**config.mk**
```make
export PLATFORM = sky130hd
export DESIGN_NAME = carry_select_4bit
export DESIGN_NICKNAME = d
export VERILOG_FILES = /design/src/rtl/ripple_carry_block.sv /design/src/rtl/carry_select_4bit.sv
export SDC_FILE = /design/constraint.sdc
export NUM_CORES = 1
export LEC_CHECK = 0
export ABC_AREA = 1
export CAP_MARGIN = 20
export CORE_AREA = 2 2 39 41
export DETAILED_ROUTE_END_ITERATION = 7
export DIE_AREA = 0 0 41 43
export PLACE_DENSITY = 0.52
export SLEW_MARGIN = 0
export SYNTH_ARGS = -nofsm -noshare
export SYNTH_HDL_FRONTEND = slang
export SYNTH_SLANG_ARGS = --single-unit
```
**constraint.sdc**
```tcl
create_clock -name clk -period 5.8 [get_ports clk]
set_input_delay 1.16 -clock clk [delete_from_list [all_inputs] [get_ports clk]]
set_output_delay 1.16 -clock clk [all_outputs]
set_load 0.01 [all_outputs]
```
**src/rtl/ripple_carry_block.sv**
```systemverilog
// BLK-bit ripple adder built from a chain of full adders.
// Serves as both the block-0 adder and the speculative legs of the higher blocks.
module ripple_carry_block #(
  parameter int W = 2
) (
  input  logic [W-1:0] a,
  input  logic [W-1:0] b,
  input  logic         ci,
  output logic [W-1:0] s,
  output logic         co
);

  logic [W:0] c;

  assign c[0] = ci;

  for (genvar i = 0; i < W; i++) begin : g_fa
    assign s[i]   = a[i] ^ b[i] ^ c[i];
    assign c[i+1] = (a[i] & b[i]) | (c[i] & (a[i] ^ b[i]));
  end

  assign co = c[W];

endmodule

```
**src/rtl/carry_select_4bit.sv**
```systemverilog
// Carry-select adder {cout,F} = A + B + cin with a one-cycle registered copy.
// Block 0 ripples from cin; every higher block precomputes both carry-in cases and muxes.
module carry_select_4bit #(
  parameter int WIDTH = 4,
  parameter int BLK   = 2
) (
  input  logic             clk,
  input  logic             rst,
  input  logic [WIDTH-1:0] A,
  input  logic [WIDTH-1:0] B,
  input  logic             cin,
  output logic [WIDTH-1:0] F,
  output logic             cout,
  output logic [WIDTH-1:0] F_q,
  output logic             cout_q
);

  localparam int NBLK = WIDTH / BLK;

  // Leg 0 assumes block carry-in 0, leg 1 assumes carry-in 1.
  logic [NBLK-1:0][BLK-1:0] s0, s1;
  logic [NBLK-1:0]          co0, co1;
  logic [NBLK:0]            c;

  assign c[0] = cin;

  for (genvar k = 0; k < NBLK; k++) begin : g_blk
    if (k == 0) begin : g_base
      ripple_carry_block #(.W(BLK)) u_rca (
        .a (A[BLK-1:0]),
        .b (B[BLK-1:0]),
        .ci(cin),
        .s (s0[0]),
        .co(co0[0])
      );
      // Both legs alias the real result so the select below stays uniform.
      assign s1[0]  = s0[0];
      assign co1[0] = co0[0];
    end else begin : g_sel
      ripple_carry_block #(.W(BLK)) u_rca0 (
        .a (A[k*BLK +: BLK]),
        .b (B[k*BLK +: BLK]),
        .ci(1'b0),
        .s (s0[k]),
        .co(co0[k])
      );
      ripple_carry_block #(.W(BLK)) u_rca1 (
        .a (A[k*BLK +: BLK]),
        .b (B[k*BLK +: BLK]),
        .ci(1'b1),
        .s (s1[k]),
        .co(co1[k])
      );
    end

    assign F[k*BLK +: BLK] = c[k] ? s1[k]  : s0[k];
    assign c[k+1]          = c[k] ? co1[k] : co0[k];
  end

  assign cout = c[NBLK];

  always_ff @(posedge clk) begin
    if (rst) begin
      F_q    <= '0;
      cout_q <= 1'b0;
    end else begin
      F_q    <= F;
      cout_q <= cout;
    end
  end

endmodule

```
* Word-level counts from Yosys, hierarchy flattened
Index checks and enable logic that the tools add are counted.
Cells by class: multiplexer cells 2, bitwise operators 22
Operators by type and width (count):
- $and A1 B1 Y1 | 8
- $xor A1 B1 Y1 | 8
- $or A1 B1 Y1 | 5
- $mux W2 | 1
- $mux W1 | 1
- $not A1 Y1 | 1
Word-level totals: input port bits 11, output and inout port bits 10, register bits 5, word-level logic and storage cells 26

* Depth between registers and ports, before layout
Gate-level depths: netlist of the first run.
depth after elaboration 6, mapped depth 8, mapped depth without buffers 8

* Modules after synthesis
A second synthesis of the first run with hierarchy kept.
Second synthesis, totals: cell total of the unflattened synthesis 63, area total of the unflattened synthesis 417.9 µm²
Modules (own cells, without submodules):
- ripple_carry_block | sequential area each 0.0 µm², cells each 10, times used 3, area an instance 70.1 µm²
- carry_select_4bit | sequential area each 100.1 µm², cells each 33, times used 1, area an instance 207.7 µm²

* Worst setup path before layout of the first run
OpenSTA, ideal clock, no wires.
path kind in2out, start point in A[0], end point out F[3], data required time 4.640 ns, stages on the path 7, arrival 2.584 ns, setup slack 2.056 ns, buffers on the path 0, path through inv_1 fa_1 inv_1 fa_1 o21ai_0 fa_1 inv_1
Between the ends: cells in the longest elaborated chain, start to end 6, elaborated cells between the ends (all ways) 7, classes of those cells mux: 1; bitwise: 6
RTL lines:
- from (decl) | line carry_select_4bit.sv:9 | input logic [WIDTH-1:0] A,
- $xor A1 B1 Y1 | line ripple_carry_block.sv:19 | assign c[i+1] = (a[i] & b[i]) | (c[i] & (a[i] ^ b[i]));
- $and A1 B1 Y1 | line ripple_carry_block.sv:19
- $or A1 B1 Y1 * | line ripple_carry_block.sv:19
- $and A1 B1 Y1 * | line ripple_carry_block.sv:19
- $or A1 B1 Y1 * | line ripple_carry_block.sv:19
- $mux W2 * | line carry_select_4bit.sv:56 | assign F[k*BLK +: BLK] = c[k] ? s1[k] : s0[k];
- to (decl) | line carry_select_4bit.sv:12 | output logic [WIDTH-1:0] F,
Mark *: on every way between the ends. The rest lies on a longest branch, timed or not.

* Worst setup path after layout of the first run
Same ends and word-level chain as after synthesis.

==> results of run 1 <==
## state kept, by name (all words and copies together) (netlist names)
| register | flops |
|---|---|
| F_q | 4 |
| cout_q | 1 |
## kinds of logic after synthesis
kind of cell,after synthesis,share of synthesized area [%]
adder cells (fa/ha/maj),5,29.6
flip-flops,5,34.8
AND/OR/NAND/NOR,9,14.3
buffers and inverters,15,19.6
AO/OA/AOI/OAI,1,1.74
## where the power goes
group          switching [mW]  internal [mW]  leakage [nW]
clock                  0.0131         0.0259        0.0150
sequential           0.000844         0.0384        0.0417
combinational          0.0186         0.0277         0.214
## layout by cell type, fill, tap and decap left out
cell              n
nand2_1           2
o21ai_0           1
inv_1            14
fa_1              3
nor2_2            1
clkbuf_1          1
clkdlybuf4s50_1  20
inv_2             1
nand2_2           2
ha_1              2
clkbuf_4          3
dfxtp_1           5
nor2_1            4
## cell usage after synthesis
cell type,instances
inv_1,14
dfxtp_1,5
nor2_1,4
o21ai_0,1
nor2_2,1
fa_1,3
nand2_1,2
ha_1,2
nand2_2,2
inv_2,1
## layout make-up
| type | count | area (sq um) | share of cell area (%) |
|---|---|---|---|
| Inverter | 15 | 56.3 | 10.5 |
| Sequential cell | 5 | 100 | 18.7 |
| Multi-Input combinational cell | 15 | 131 | 24.6 |
| Tap cell | 16 | 20.0 | 3.75 |
| Timing Repair Buffer | 20 | 200 | 37.5 |
| Clock buffer | 4 | 26.3 | 4.92 |
## stage by stage
stage	power, mW	hold slack, ns	instance area [sq um]	util, %	std cells
2_1_floorplan	0.0592	1.23	288	-	35
3_3_place_gp	0.0865	1.83	508	36.7	71
3_5_place_dp	0.0869	1.82	508	36.7	71
4_1_cts	0.127	1.58	534	38.6	75
5_1_grt	0.134	1.61	534	38.6	75
6_report	0.125	1.57	534	38.6	75
## worst max-delay path by stage
| stage | end | startpoint | cells past startpoint | slack [ns] |
|---|---|---|---|---|
| 2_1_floorplan | F[3] | A[0] | 7 | 2.06 |
| 3_3_place_gp | F[3] | A[0] | 10 | 1.02 |
| 3_5_place_dp | F[3] | A[0] | 10 | 1.00 |
| 4_1_cts | F[3] | A[0] | 10 | 1.0 |
| 5_1_grt | F[3] | B[0] | 9 | 0.89 |
| 6_report | F[3] | A[0] | 10 | 1.03 |
## per-layer routing
layer / up-vias / track usage [%] / wire length [um]
met4: 0 / 8.00 / 7
li1: 139 / - / -
met2: 12 / 12.5 / 301
met1: 124 / 6.80 / 173
met5: - / 0 / 0
met3: 2 / 1.57 / 70
==> qor.csv, run 1 <==
metric,value,unit
drt total wl,553,um
hpwl dp,472,um
Die ar.,1760,sq um
CP max-delay cell,clkdlybuf4s50_1,
Yosys cell types,10,
Initial Util,20.8,%
initial antenna violation count,0,
layout cells sized above 1,11.9,%
post-route ant nets,0,
I/O pins,21,
RSZ-0062 raised after global routing,false,
Power Density,233,nW/um^2
Yosys top cell by area,dfxtp_1,
"slowest stage delay, CP",0.52,ns
nets@finish,76,
Post-Synthesis Cells,35,
register bit total from synthesis,5,
Max H-tree Level,1,
min-delay src,rst,
Hold Path End,F_q[3],
via-per-instance ratio,3.69,
worst-path fanout max,4,
antenna cells,0,
Die X,41,um
post-synth top area share,34.8,%
"Cell Area, Synth",288,sq um
Synth Net Count,51,
WL/cell,7.37,um
setup TNS,0,ns
GPL Wtd Cong,0.590,
peak supply drop,57.9,uV
Area growth syn-to-layout,85.7,%
dpl ws,1.00,ns
GRT Util Overall,7.65,%
CP arrival,3.61,ns
largest net degree at the start of global routing,6,
vias in the first global route,240,
CP Class,primary input to output port,
DRC Markers,0,
Hold Path Stages,2,
Fin. Hold Viols,0,
post-CTS setup buffer count,0,
Num CTS Buffers,3,
clock-pin slew on the worst setup and hold paths,0.04,ns
CTS max path bufs,2,
Final Worst Setup Slack,1.03,ns
worst-margin pin slew,0.218,ns
min Tclk post-route,4.77,ns
routed vias,277,
worst hold path type,primary input to flop,
max frequency,210,MHz
post-synthesis sequential area ratio,34.8,%
worst rel slew slack,85.3,%
row cnt,14,
first-pass GRT wire length,876,um
fin. max-slew vios,0,
post-cts resize count,0,
port bufs,20,
Bufs and invs on worst path,5,
crit path launch type,primary input,
Root Driver,clkbuf_4,
"Req. time, crit path",4.64,ns
Syn. warnings,0,
GR Overflow Total,0,
Crit path max-delay family,buffers and inverters,
clock sinks,5,
crit path cell chain,"clkdlybuf4s50_1, inv_1, fa_1, inv_1, fa_1, nand2_1, o21ai_0, fa_1, inv_1, clkdlybuf4s50_1",
Final setup viols,0,
CP endpoint kind,output port,
max cap viols,0,
Lkg Pwr,0.271,nW
drt first pass iters,2,
crit share post-route,82.2,%
initial DRC count,1,
core area,1380,sq um
CTS tree,yes,
status,completed,
Hold Buf Count CTS,0,
synth top area cells,"dfxtp_1, fa_1, inv_1",
Die Y,43,um
Avg Synthesized Cell Area,8.22,sq um
fillers,160,
No activity file was read; power rests on OpenSTA's default activity.
==> run 2: changes to the inputs <==
- PLACE_DENSITY: 0.52 -> 0.54
- clock period: 5.8 -> 4 ns (I/O delays scaled with it)
==> run 2 against run 1 <==
Clock-buffer cell count unchanged. Sequential share of layout area decreased by 0.64 points. Largest power group unchanged. Routed wire length decreased by 7.6%. Worst hold slack got worse by 0.37 ns. Cell count increased by 2.7%. Via count decreased by 5.1%. Clock power increased by 44%.
==> qor.csv, run 2 (synthesis gave the netlist of run 1 again) <==
metric,value,unit,change
worst hold path type,primary input to flop,,
setup TNS,0,ns,unchanged
routed vias,263,,-5.1%
initial antenna violation count,0,,unchanged
crit-path most repeated cell,inv_1,,
nets@finish,78,,+2.6%
RSZ-0062 raised after global routing,false,,
"commonest cells after routing, fill and taps aside","clkdlybuf4s50_1, inv_1, dfxtp_1",,
Largest register FFs,4,,unchanged
drt first pass iters,1,,-1
Regs by FF count,"F_q x4, cout_q x1",,
I/O pins,21,,unchanged
Final Worst Setup Slack,0.165,ns,-0.869 ns
worst-margin pin slew,0.186,ns,-0.0321 ns
port bufs,20,,unchanged
fin. max-slew vios,0,,unchanged
crit path cell chain,"clkdlybuf4s50_1, inv_1, fa_1, inv_1, fa_2, o21ai_1, fa_2, inv_1, clkdlybuf4s50_1",,
GR Overflow Total,0,,unchanged
GPL Wtd Cong,0.567,,-3.9%
DRC Markers,0,,unchanged
Initial Util,20.8,%,unchanged
Fin. Hold Viols,0,,unchanged
"Req. time, crit path",3.20,ns,-1.44 ns
Num CTS Buffers,3,,unchanged
Cells after DPL,72,,+1.4%
row cnt,14,,unchanged
worst-path fanout max,3,,-1
Die X,41,um,unchanged
via-per-instance ratio,3.42,,-7.5%
Layout Utilization,40.0,%,+1.4 points
post-route ant nets,0,,unchanged
GRT Util Overall,7.86,%,+0.22 points
Lkg Pwr,0.280,nW,+3.5%
Worst setup endpoint,cout,,
layout cells sized above 1,18.0,%,+6.2 points
Root Driver,clkbuf_4,,
max frequency,261,MHz,
CTS max path bufs,2,,unchanged
Crit. Startpoint,A[0],,
Hold Buf Count CTS,0,,unchanged
initial DRC count,0,,-1
largest net degree at the start of global routing,6,,unchanged
crit share post-route,95.9,%,
CP max-delay cell,clkdlybuf4s50_1,,
status,completed,,
antenna cells,0,,unchanged
WL/cell,6.64,um,-10%
Power Density,331,nW/um^2,+42%
final instance area,553,sq um,+3.5%
worst rel slew slack,87.5,%,+2.2 points
Final setup viols,0,,unchanged
CTS tree,yes,,
fin cells,77,,+2.7%
first-pass GRT wire length,814,um,-7.1%
placed instance area,515,sq um,+1.5%
Die Y,43,um,unchanged
core area,1380,sq um,unchanged
clock-pin slew on the worst setup and hold paths,0.04,ns,about the same
clock sinks,5,,unchanged
CP Class,primary input to output port,,
CP arrival,3.04,ns,-0.57 ns
CP endpoint kind,output port,,
Die ar.,1760,sq um,unchanged
drt total wl,511,um,-7.6%
"Most flops, register",F_q,,
"most common cell after layout, fill and taps aside",clkdlybuf4s50_1,,
max cap viols,0,,unchanged
dpl ws,-0.0375,ns,-1.04 ns
min Tclk post-route,3.84,ns,
hpwl dp,439,um,-7.1%
"slowest stage delay, CP",0.52,ns,about the same
Max H-tree Level,1,,unchanged
crit path launch type,primary input,,
Area growth syn-to-layout,92.2,%,
peak supply drop,98.9,uV,+71%
vias in the first global route,240,,unchanged
-- run 2: cell types whose count changed in the layout (fill, tap and decap cells not counted), sizes merged --
cell,before,now
clkdlybuf4s50,20,19
dlygate4sd2,0,1
buf,0,2
-- run 2: worst min path at each step --
| stage | startpoint | endpoint | cells after the start |
|---|---|---|---|
| finish | rst | F_q[0] | 2 |
| global placement | rst | F_q[3] | 2 |
| global route | rst | F_q[3] | 2 |
| floorplan | rst | F_q[0] | 1 |
| CTS | rst | F_q[0] | 2 |
| detailed placement | rst | F_q[0] | 2 |
-- run 2: metal layers --
layer  routed length (um)  share of wire, %  up-vias  track usage (%)
met5                    0                 0        -                0
met4                   19               3.7        0             14.0
met3                   66                13        2             1.05
met2                  251                49       14             10.3
met1                  174                34      104             7.17
li1                     -                 -      143                -
-- run 2: per-stage QoR --
stage                     hold slack [ns]  power [mW]
after global routing                 1.24       0.196
after global placement               1.44       0.128
after CTS                            1.19       0.187
final                                1.19       0.183
after detailed placement             1.45       0.128
after floorplan                     0.867      0.0858
-- run 2: layout make-up --
class / count / area [sq um]
clock buffer: 4 / 26.3
fill: 152 / 831
tap: 16 / 20.0
inverter: 15 / 56.3
multi-input combinational: 15 / 136
sequential: 5 / 100
timing repair buffer: 22 / 214
-- run 2: where the power goes --
| part | switching, mW | leakage [nW] | internal (mW) |
|---|---|---|---|
| sequential | 0.00114 | 0.0417 | 0.0556 |
| combinational | 0.0278 | 0.224 | 0.0426 |
| clock | 0.0185 | 0.0150 | 0.0376 |
-- run 2: repair_timing --
action | CTS | global route
buffers inserted | 1 | 0
setup endpoints to repair | 1 | 1
resized for setup | 2 | 2
hold endpoints to repair | 0 | 0
pin swaps | 2 | 0
-- run 2: worst max-delay path, delay by kind of cell --
| kind | cells | cell delay [ns] |
|---|---|---|
| buffers and inverters | 5 | 1.17 |
| adder cells (fa/ha/maj) | 3 | 0.98 |
| AO/OA/AOI/OAI | 1 | 0.08 |
